File: src/rtl/floor_request_scheduler_if.sv
// Call/floor inputs and scheduler outputs shared between the elevator
// controller side (master) and the request scheduler (slave).
interface floor_request_scheduler_if;
    logic [2:0] call_btn;
    logic [1:0] cur_floor;
    logic       moving;
    logic [1:0] request;
    logic       door_open;
    logic [2:0] pending;
    logic       busy;

    modport master (
        output call_btn, cur_floor, moving,
        input  request, door_open, pending, busy
    );

    modport slave (
        input  call_btn, cur_floor, moving,
        output request, door_open, pending, busy
    );
endinterface

File: src/rtl/floor_request_scheduler.sv
// Three-floor elevator call scheduler: latches calls, picks the nearest
// pending floor, holds the target while travelling and times the door.
module floor_request_scheduler #(
    parameter int DOOR_CYCLES = 4
) (
    input logic                      clk,
    input logic                      reset,
    floor_request_scheduler_if.slave bus
);
    typedef enum logic [1:0] {IDLE, TRAVEL, DOOR} state_e;

    localparam logic [3:0] DOOR_LOAD = 4'(DOOR_CYCLES);

    state_e     state_q, state_d;
    logic       dir_q, dir_d;
    logic [1:0] target_q, target_d;
    logic [3:0] cnt_q, cnt_d;
    logic [2:0] pending_q, pending_d;
    logic [1:0] request_q, request_d;
    logic       door_open_q, door_open_d;
    logic       busy_q, busy_d;

    logic       cur_valid;
    logic [2:0] cur_oh, tgt_oh, others, clr;
    logic       pick_valid;
    logic [1:0] pick;

    assign cur_valid = (bus.cur_floor != 2'b11);
    assign cur_oh    = 3'b001 << bus.cur_floor;
    assign tgt_oh    = 3'b001 << target_q;
    assign others    = pending_q & ~cur_oh;

    // Nearest other pending floor; the only tie is 0 vs 2 seen from floor 1.
    always_comb begin
        pick_valid = 1'b0;
        pick       = 2'd0;
        case (bus.cur_floor)
            2'd0: begin
                if (others[1])      begin pick_valid = 1'b1; pick = 2'd1; end
                else if (others[2]) begin pick_valid = 1'b1; pick = 2'd2; end
            end
            2'd1: begin
                if (others[0] && others[2]) begin
                    pick_valid = 1'b1;
                    pick       = dir_q ? 2'd2 : 2'd0;
                end
                else if (others[2]) begin pick_valid = 1'b1; pick = 2'd2; end
                else if (others[0]) begin pick_valid = 1'b1; pick = 2'd0; end
            end
            2'd2: begin
                if (others[1])      begin pick_valid = 1'b1; pick = 2'd1; end
                else if (others[0]) begin pick_valid = 1'b1; pick = 2'd0; end
            end
            default: ;
        endcase
    end

    always_comb begin
        state_d   = state_q;
        dir_d     = dir_q;
        target_d  = target_q;
        cnt_d     = cnt_q;
        request_d = request_q;
        clr       = 3'b000;
        case (state_q)
            IDLE: begin
                request_d = cur_valid ? bus.cur_floor : 2'b00;
                if (cur_valid) begin
                    if (|(pending_q & cur_oh) && !bus.moving) begin
                        state_d  = DOOR;
                        target_d = bus.cur_floor;
                        cnt_d    = DOOR_LOAD;
                        clr      = cur_oh;
                    end else if (pick_valid) begin
                        state_d   = TRAVEL;
                        target_d  = pick;
                        request_d = pick;
                        dir_d     = (pick > bus.cur_floor);
                    end
                end
            end
            TRAVEL: begin
                if (bus.cur_floor == target_q && !bus.moving) begin
                    state_d = DOOR;
                    cnt_d   = DOOR_LOAD;
                    clr     = tgt_oh;
                end
            end
            DOOR: begin
                // A press for the open floor only keeps the door open longer.
                clr = tgt_oh;
                if (|(bus.call_btn & tgt_oh)) begin
                    cnt_d = DOOR_LOAD;
                end else if (cnt_q > 4'd1) begin
                    cnt_d = cnt_q - 4'd1;
                end else begin
                    state_d = IDLE;
                    cnt_d   = 4'd0;
                end
            end
            default: state_d = IDLE;
        endcase
        pending_d   = (pending_q | bus.call_btn) & ~clr;
        door_open_d = (state_d == DOOR);
        busy_d      = (state_d != IDLE);
    end

    always_ff @(posedge clk) begin
        if (reset) begin
            state_q     <= IDLE;
            dir_q       <= 1'b1;
            target_q    <= 2'd0;
            cnt_q       <= 4'd0;
            pending_q   <= 3'b000;
            request_q   <= 2'b00;
            door_open_q <= 1'b0;
            busy_q      <= 1'b0;
        end else begin
            state_q     <= state_d;
            dir_q       <= dir_d;
            target_q    <= target_d;
            cnt_q       <= cnt_d;
            pending_q   <= pending_d;
            request_q   <= request_d;
            door_open_q <= door_open_d;
            busy_q      <= busy_d;
        end
    end

    assign bus.request   = request_q;
    assign bus.door_open = door_open_q;
    assign bus.pending   = pending_q;
    assign bus.busy      = busy_q;
endmodule

File: src/flat_wrapper.sv
// flat-port wrapper written by rule: the top's interface ports become plain ports
module floor_request_scheduler_flat 
#(
    parameter int DOOR_CYCLES = 4
)
  (clk, reset, bus_call_btn, bus_cur_floor, bus_moving, bus_request, bus_door_open, bus_pending, bus_busy);
  floor_request_scheduler_if bus_i ();
  input logic clk;
  input logic reset;
  input wire logic [$bits(bus_i.call_btn)-1:0] bus_call_btn;
  input wire logic [$bits(bus_i.cur_floor)-1:0] bus_cur_floor;
  input wire logic [$bits(bus_i.moving)-1:0] bus_moving;
  output wire logic [$bits(bus_i.request)-1:0] bus_request;
  output wire logic [$bits(bus_i.door_open)-1:0] bus_door_open;
  output wire logic [$bits(bus_i.pending)-1:0] bus_pending;
  output wire logic [$bits(bus_i.busy)-1:0] bus_busy;
  assign bus_i.call_btn = bus_call_btn;
  assign bus_i.cur_floor = bus_cur_floor;
  assign bus_i.moving = bus_moving;
  assign bus_request = bus_i.request;
  assign bus_door_open = bus_i.door_open;
  assign bus_pending = bus_i.pending;
  assign bus_busy = bus_i.busy;
  floor_request_scheduler #(.DOOR_CYCLES(DOOR_CYCLES)) u_core (.clk(clk), .reset(reset), .bus(bus_i));
endmodule
File: config.mk
export PLATFORM = sky130hd
export DESIGN_NAME = floor_request_scheduler_flat
export DESIGN_NICKNAME = d
export VERILOG_FILES = /design/src/rtl/floor_request_scheduler_if.sv /design/src/rtl/floor_request_scheduler.sv /design/src/flat_wrapper.sv
export SDC_FILE = /design/constraint.sdc
export NUM_CORES = 1
export LEC_CHECK = 0
export CORE_UTILIZATION = 41
export CTS_CLUSTER_DIAMETER = 60
export DETAILED_ROUTE_END_ITERATION = 12
export SLEW_MARGIN = 5
export SYNTH_ARGS = -nofsm -noshare
export SYNTH_HDL_FRONTEND = slang
export SYNTH_SLANG_ARGS = --single-unit
File: constraint.sdc
create_clock -name clk -period 1.8 [get_ports clk]
set_input_delay 0.18 -clock clk [delete_from_list [all_inputs] [get_ports clk]]
set_output_delay 0.18 -clock clk [all_outputs]
set_load 0.01 [all_outputs]
# After elaboration in Yosys (flattened, before gate mapping)
# Cells that the tools add are included.
[totals]
regBits = 16
inputBits = 8
output_inout_bits = 7
wordCells = 81
[op_classes]
addsub = 1
magnitude_cmp = 2
eq_ne = 10
shift = 2
n_mux = 36
bitwise = 8
n_reduce_logical = 14
[ops]
columns = ["cell", "n"]
rows = [
  ["$mux W2", 16],
  ["$mux W4", 5],
  ["$and A3 B3 Y3", 4],
  ["$pmux W2 S3", 2],
  ["$pmux W4 S3", 1],
  ["$mux W3", 3],
  ["$pmux W3 S3", 1],
  ["$reduce_and A4 Y1", 2],
  ["$mux W1", 7],
  ["$eq A2 B2 Y1 const B", 3],
  ["$ne A2 B1 Y1 const B", 3],
  ["$not A3 Y3", 2],
  ["$reduce_or A3 Y1", 2],
  ["$shl A1 B2 Y3 const A", 2],
  ["$eq A2 B1 Y1 const B", 2],
  ["$gt A4 B1 Y1 const B", 1],
  ["$logic_not A2 Y1", 2],
  ["$reduce_bool A2 Y1", 2],
  ["$sub A4 B1 Y4 const B", 1],
  ["$logic_and A1 B1 Y1", 3],
  ["$or A3 B3 Y3", 1],
  ["$pmux W1 S3", 1],
  ["$reduce_and A3 Y1", 1],
  ["$reduce_bool A3 Y1", 1],
  ["other kinds (5)", 5],
]

# Longest topological paths before layout
# Gate-level depths: netlist of run 1.
[logic_depth]
depth_word = 12
depth_mapped = 9
mapped_depth_nobuf = 7

# Worst setup path before layout of run 1
# Ideal clock, no wire load.
[synth_timing]
path_type = "register to register"
start = "reg u_core.pending_q[0], in the netlist u_core.bus.pending[0]"
end = "reg u_core.dir_q"
arrival_time_ps = 1488
required_ps = 1680
path_slack_ps = 193
path_stages_with_launch = 9
period_less_slack_ps = 1607
path_cell_list = "dfxtp_1 -> buf_2 -> nand2_1 -> o2111a_1 -> ha_1 -> nor2b_1 -> a2bb2oi_1 -> nor2_1 -> mux2i_1"
[synth_via]
elab_chain_len = 6
word_cells_on_any_way = 15
classes_between = "order compare (1); mux (7); bitwise (3); reduce/logical (4)"
[synth_lines]
columns = ["element", "line", "text"]
rows = [
  ["from (decl)", "floor_request_scheduler.sv:18", "logic [2:0] pending_q, pending_d;"],
  ["from (signal assigned)", "floor_request_scheduler.sv:123", "pending_q <= pending_d;"],
  ["$and A3 B3 Y3", "floor_request_scheduler.sv:31", "assign others = pending_q & ~cur_oh;"],
  ["$mux W1", "floor_request_scheduler.sv:48, floor_request_scheduler.sv:52", ""],
  ["$mux W1", "floor_request_scheduler.sv:47", "else if (others[2]) begin pick_valid = 1'b1; pick = 2'd2; end"],
  ["$mux W1", "floor_request_scheduler.sv:43", "if (others[0] && others[2]) begin"],
  ["$pmux W1 S3", "floor_request_scheduler.sv:37", "case (bus.cur_floor)"],
  ["$reduce_and A4 Y1 (no source line)", "-", ""],
  ["to (signal assigned)", "floor_request_scheduler.sv:120", "dir_q <= dir_d;"],
  ["to (decl)", "floor_request_scheduler.sv:15", "logic dir_q, dir_d;"],
]
# Several ways; a longest one is shown, not always the timed one.
# A chain may end at the register's enable or synchronous reset.

# Worst setup path after layout of run 1
[layout_timing]
start = "reg u_core.pending_q[2], in the netlist u_core.bus.pending[2]"
end = "out bus_pending[2]"
[layout_lines]
columns = ["element", "line", "text"]
rows = [
  ["to (decl)", "flat_wrapper.sv:15", "output wire logic [$bits(bus_i.pending)-1:0] bus_pending;"],
]
# No word-level cell between the ends.

==> results of run 1 <==
## through the flow
step                TNS (ns)  setup slack (ns)  power (mW)  utilization [%]
floorplan                  0             0.193       0.658                -
global placement      -0.484           -0.0882       0.810             55.5
detailed placement    -0.831            -0.140       0.810             55.5
CTS                        0             0.109        1.05             56.9
global route               0           0.00656        1.11             57.0
finish                     0             0.105        1.05             57.0
## cell usage in the layout (no fill, tap or decap), types with 5 or more instances in the layout
cell	n
buf_4	21
dfxtp_1	15
clkdlybuf4s50_1	14
nor2_1	10
inv_1	9
nand2_1	9
nand2b_1	5
## per-layer routing
| metal | vias to the layer above | wire (um) |
|---|---|---|
| met1 | 507 | 1450 |
| li1 | 559 | - |
| met3 | 2 | 156 |
| met5 | - | 0 |
| met4 | 0 | 13 |
| met2 | 32 | 1180 |
## power by group through the flow
stage	combinational, mW	sequential [mW]	clock [mW]
2_1_floorplan	0.220	0.438	0
3_3_place_gp	0.357	0.453	0
3_5_place_dp	0.357	0.453	0
4_1_cts	0.362	0.446	0.240
5_1_grt	0.397	0.453	0.260
6_report	0.363	0.447	0.237
## sequential cells by signal, indices dropped and copies added (netlist names)
register	cells
u_core.target_q	2
u_core.cnt_q	4
u_core.dir_q	1
u_core.bus.request	2
u_core.bus.door_open	1
u_core.bus.busy	1
u_core.bus.pending	3
u_core.state_q	2
## final cells by class
cell class,instances,area (sq um)
flip-flops and latches,16,322
fillers,245,1080
inverters,9,33.8
clock buffers,4,36.3
multi-input cells,100,697
well taps,30,37.5
repair buffers,35,298
## worst min-delay path by stage
stage	endpoint	slack, ns	cells past startpoint
after floorplan	u_core.bus.pending[1]	0.41	2
after global routing	u_core.cnt_q[2]	0.53	2
after detailed placement	u_core.cnt_q[0]	0.50	1
after CTS	u_core.cnt_q[2]	0.52	2
final	u_core.cnt_q[2]	0.52	2
after global placement	u_core.cnt_q[2]	0.50	2
## timing repair
action / CTS / global route
endpoints found under the setup margin: 0 / 1
resized for setup: 0 / 1
hold endpoints to repair: 0 / 0
hold buffers: 0 / 0
## kinds of logic (layout without fill, tap and decap cells)
kind of cell	count (synthesis)	in the layout	synth area share, %
compound gates	42	42	29.6
xor+xnor	3	3	2.38
fa+ha+maj	4	4	4.54
buf+inv	18	48	7.72
flops	16	16	29.1
mux	3	3	2.84
simple gates	48	48	23.8
==> run_results.csv, run 1 <==
group,metric,value,unit
outcome,outcome,"finished clean",
power_and_ir_drop,swShare,31.9,%
clock_tree,clk_latency,0.28,ns
logic_synthesis,synth.most_common_cell,"dfxtp_1",
floorplan,rows,18,
logic_synthesis,ys_seq_elements,16,
global_routing,antenna_found_initial,0,
global_routing,grt_pass1_wl,4520,um
logic_synthesis,synth_cell_types,49,
critical_path,crit_type,"reg -> out",
logic_synthesis,synth_area_leaders,"dfxtp_1 (29%), ha_1 (4.5%), nor2_1 (3.4%)",
drt,wl_per_cell,14.5,um
drt,drcViolationCount,0,
sta,max_freq,590,MHz
logic_synthesis,yosysTopAreaCellShare,29.1,%
global_routing,gr-max-usage-layer,"met2",
global_routing,grt_pass1_vias,991,
clock_tree,cts_tree,"yes",
clock_tree,cts_max_path_buffers,2,
finish,final_cells,194,
floorplan,fp.dieW,53.9,um
clock_tree,cts_root_buf,"clkbuf_4",
critical_path,r2r-end,"u_core.target_q[1]",
critical_path,cp_top_family,"buffers and inverters",
critical_path,critPathMaxFanout,13,
critical_path,crit_path_top_delay_cell,"clkdlybuf4s50_1",
global_routing,grt.total_usage,21.9,%
floorplan,fp.coreArea,0.00250,sq mm
power_and_ir_drop,vdd_drop_max,0.000607,V
sta,setup_viol,0,
clock_tree,cts_buffers,3,
power_and_ir_drop,p_switching,0.334,mW
logic_synthesis,syn_area_per_cell,8.23,sq um
critical_path,cp-endpoint,"bus_pending[2]",
global_routing,use_met1,31.0,%
critical_path,r2r_cells,5,
placement,place.gp.congestion,0.876,
power_and_ir_drop,clock_power_share,22.6,%
global_routing,met2_usage,32.7,%
clock_tree,clock_sinks,16,
power_and_ir_drop,comb_power_share,34.7,%
critical_path,critical_path_arrival,1.52,ns
sta,max_slew_margin,70.3,%
sta,maxSlewViolCount,0,
logic_synthesis,synth_commonest_cells,"dfxtp_1 (16), nor2_1 (10), inv_1 (9), nand2_1 (9)",
global_routing,grt_overflow,0,
hold_path,hold_start,"u_core.cnt_q[2]",
power_and_ir_drop,p_per_area,736,mW/mm^2
floorplan,die_h,53.9,um
floorplan,start_util,44.1,%
placement,dpl-instance-area,0.00139,sq mm
power_and_ir_drop,power_frac_seq,42.7,%
power_and_ir_drop,p_leak,0.580,nW
critical_path,reg2reg_slack,0.16,ns
clock_tree,clkSlewWorstSetupHoldPaths,0.09,ns
placement,hpwl,2040,um
drt,drtAntennaViolNets,0,
critical_path,cp-end-kind,"primary output",
logic_synthesis,yosysTopAreaCell,"dfxtp_1",
critical_path,required,1.62,ns
drt,wl,2810,um
floorplan,dieArea,0.00290,sq mm
sta,rsz0062_at_grt,"no",
sta,hold_viol,0,
sta,worst-slew-pin-transition,0.445,ns
critical_path,startpoint_type,"flop",
drt,drt_iter0_markers,32,
sta,fin_crit,1.70,ns
logic_synthesis,synthCells,134,
power_and_ir_drop,internal_power,0.714,mW
critical_path,worstReg2RegStart,"u_core.bus.pending[2]",
critical_path,cp-startpoint,"u_core.bus.pending[2]",
global_routing,grt_start_max_net_pins,14,
sta,hold-worst-slack,0.517,ns
logic_synthesis,ys_async_sr_fraction,0,%
logic_synthesis,synthFlopType,"dfxtp_1",
drt,drt-pass1-iter-count,7,
hold_path,hp-class,"reg -> reg",
finish,nets,177,
flow_run,maxCapViolCount,0,
finish,fin_area,0.00142,sq mm
placement,dp_cells,190,
drt,via_per_inst,5.67,
logic_synthesis,synth-edff-count,0,
logic_synthesis,yosysWarnings,0,
logic_synthesis,synth_nets,146,
finish,num_antenna_cells,0,
drt,vias,1100,
sta,fin_crit_sh,94.2,%
logic_synthesis,netlist_area,0.00110,sq mm
finish,drive_gt1_share,20.1,%
clock_tree,post_cts_buffers,0,
critical_path,cp_cell_sequence,"clkdlybuf4s50_1",
placement,io_buffers,14,
floorplan,io_pins,15,
sta,fin_skew,0.00256,ns
finish,area_growth,29.2,%
critical_path,max_stage_delay,0.62,ns
clock_tree,htreeDepth,1,
logic_synthesis,ys_seq_area_share,29.1,%
global_routing,grt_use_met3,5.93,%
critical_path,worst-path-buf-inv,1,
critical_path,cp.depth,1,
Note: power is estimated with default switching activity, not from simulation.
==> run 2, diff against run 1 <==
DONT_BUFFER_PORTS = 1   (was not set)
SLEW_MARGIN = not set   (was 5)
==> run 2 against run 1 <==
  * Highest routed layer unchanged
  * Worst setup slack improved by 0.033 ns
  * Clock skew increased by 0.0047 ns
  * Sequential power grew 1%
==> run_results.csv, run 2 (same netlist as run 1, synthesis figures left out) <==
group,metric,value,unit
clock_tree,cts_max_path_buffers,2,
floorplan,die_h,53.9,um
critical_path,critical_path_arrival,1.88,ns
critical_path,r2r-end,"u_core.cnt_q[1]",
placement,place.gp.congestion,0.926,
clock_tree,htreeDepth,1,
power_and_ir_drop,clock_power_share,26.6,%
hold_path,hp-class,"in -> reg",
floorplan,fp.dieW,53.9,um
sta,rsz0062_at_grt,"no",
global_routing,grt.total_usage,19.8,%
power_and_ir_drop,vdd_drop_max,0.000457,V
global_routing,grt_start_max_net_pins,19,
drt,wl,2560,um
power_and_ir_drop,swShare,33.1,%
sta,worst-slew-pin-transition,0.374,ns
power_and_ir_drop,internal_power,0.636,mW
hold_path,hold_start,"reset",
clock_tree,cts_root_buf,"clkbuf_4",
clock_tree,cts_buffers,3,
global_routing,grt_overflow,0,
finish,final_common_cell,"dfxtp_1",
critical_path,reg2reg_slack,0.14,ns
placement,hpwl,1810,um
finish,fin_area,0.00117,sq mm
critical_path,required,2.01,ns
sta,max_freq,602,MHz
finish,area_growth,5.79,%
clock_tree,cts_tree,"yes",
finish,num_antenna_cells,0,
finish,top_register,"u_core.cnt_q",
global_routing,antenna_found_initial,0,
clock_tree,post_cts_buffers,0,
placement,io_buffers,0,
floorplan,dieArea,0.00290,sq mm
sta,fin_tns_setup,0,ns
global_routing,grt_pass1_wl,3970,um
outcome,outcome,"finished clean",
drt,drcViolationCount,0,
flow_run,maxCapViolCount,0,
critical_path,cp-end-kind,"flop",
drt,drtAntennaViolNets,0,
hold_path,min_to,"u_core.dir_q",
sta,fin_skew,0.00726,ns
finish,drive_gt1_share,11.9,%
floorplan,rows,18,
sta,fin_crit,1.66,ns
power_and_ir_drop,power,0.950,mW
critical_path,startpoint_type,"flop",
finish,largest_reg_flops,4,
placement,dpl-instance-area,0.00112,sq mm
power_and_ir_drop,p_leak,0.449,nW
sta,max_slew_margin,74.8,%
floorplan,start_util,44.1,%
power_and_ir_drop,p_per_area,815,mW/mm^2
drt,via_per_inst,6.07,
drt,drt-pass1-iter-count,6,
finish,nets,147,
drt,drt_iter0_markers,30,
critical_path,r2r_cells,5,
power_and_ir_drop,power_frac_seq,47.6,%
floorplan,io_pins,15,
floorplan,fp.coreArea,0.00250,sq mm
sta,hold_viol,0,
drt,vias,996,
clock_tree,clk_latency,0.30,ns
finish,final_cell_mix,"dfxtp_1 (15), nor2_1 (10), inv_1 (9), nand2_1 (9), nand2b_1 (5)",
drt,wl_per_cell,15.6,um
critical_path,worstReg2RegStart,"u_core.bus.pending[0]",
sta,maxSlewViolCount,0,
critical_path,crit_type,"reg -> reg",
power_and_ir_drop,comb_power_share,25.8,%
critical_path,critPathMaxFanout,7,
sta,setup_viol,0,
power_and_ir_drop,p_switching,0.314,mW
sta,fin_crit_sh,92.3,%
clock_tree,clkSlewWorstSetupHoldPaths,0.10,ns
hold_path,holdPathStages,2,
sta,hold-worst-slack,0.0509,ns
clock_tree,clock_sinks,16,
global_routing,grt_pass1_vias,856,
-- run 2: changes by cell type in the layout (fill, tap and decap cells not counted), sizes merged --
cell / before / now
clkdlybuf4s50: 14 / 0
dlygate4sd3: 0 / 1
buf: 21 / 4
-- run 2: layout make-up --
class                           count  area, sq um
Sequential cell                    16          322
Fill cell                         249         1330
Timing Repair Buffer                5         40.0
Inverter                            9         33.8
Multi-Input combinational cell    100          697
Clock buffer                        4         36.3
Tap cell                           30         37.5
-- run 2: routing by layer --
metal  track usage, %  wire (um)  share of wire, %  vias up
met5                0          0                 0        -
met4             7.89         31               1.2        0
met3             6.78        161               6.3        4
met2             27.6       1080                42       24
met1             27.5       1280                50      467
li1                 -          -                 -      501
-- run 2: power groups by stage --
stage,combinational [mW],sequential [mW],clock (mW)
after floorplan,0.220,0.438,0
after global placement,0.236,0.460,0
after detailed placement,0.238,0.459,0
after CTS,0.244,0.452,0.262
after global routing,0.271,0.459,0.280
final,0.245,0.452,0.252
-- run 2: worst max-delay path by stage --
stage,startpoint,endpoint,cells after the start
after global placement,u_core.bus.pending[0],u_core.cnt_q[1],5
after CTS,u_core.bus.pending[2],u_core.dir_q,6
final,u_core.bus.pending[0],u_core.cnt_q[1],5
after global routing,u_core.bus.pending[0],u_core.cnt_q[1],5
after detailed placement,u_core.bus.pending[2],u_core.dir_q,6
after floorplan,u_core.bus.pending[0],u_core.dir_q,8
-- run 2: timing repair --
action / in CTS / in global routing
setup endpoints to repair: 0 / 2
gates resized for setup: 0 / 1
endpoints found under the hold margin: 5 / 0
hold buffers: 1 / 0
-- run 2: metrics by stage --
step	setup WS, ns	utilization [%]	std cells
after floorplan	0.193	-	134
after global placement	0.166	44.7	159
after detailed placement	0.126	44.7	159
after CTS	0.112	46.6	164
after global routing	0.0659	46.6	164
final	0.138	46.6	164
-- run 2: critical path: stages (launching register included) --
cell	delay, ns
dfxtp_1	0.38
buf_4	0.19
mux2_2	0.27
a211oi_2	0.34
o21ai_1	0.16
o32ai_1	0.23
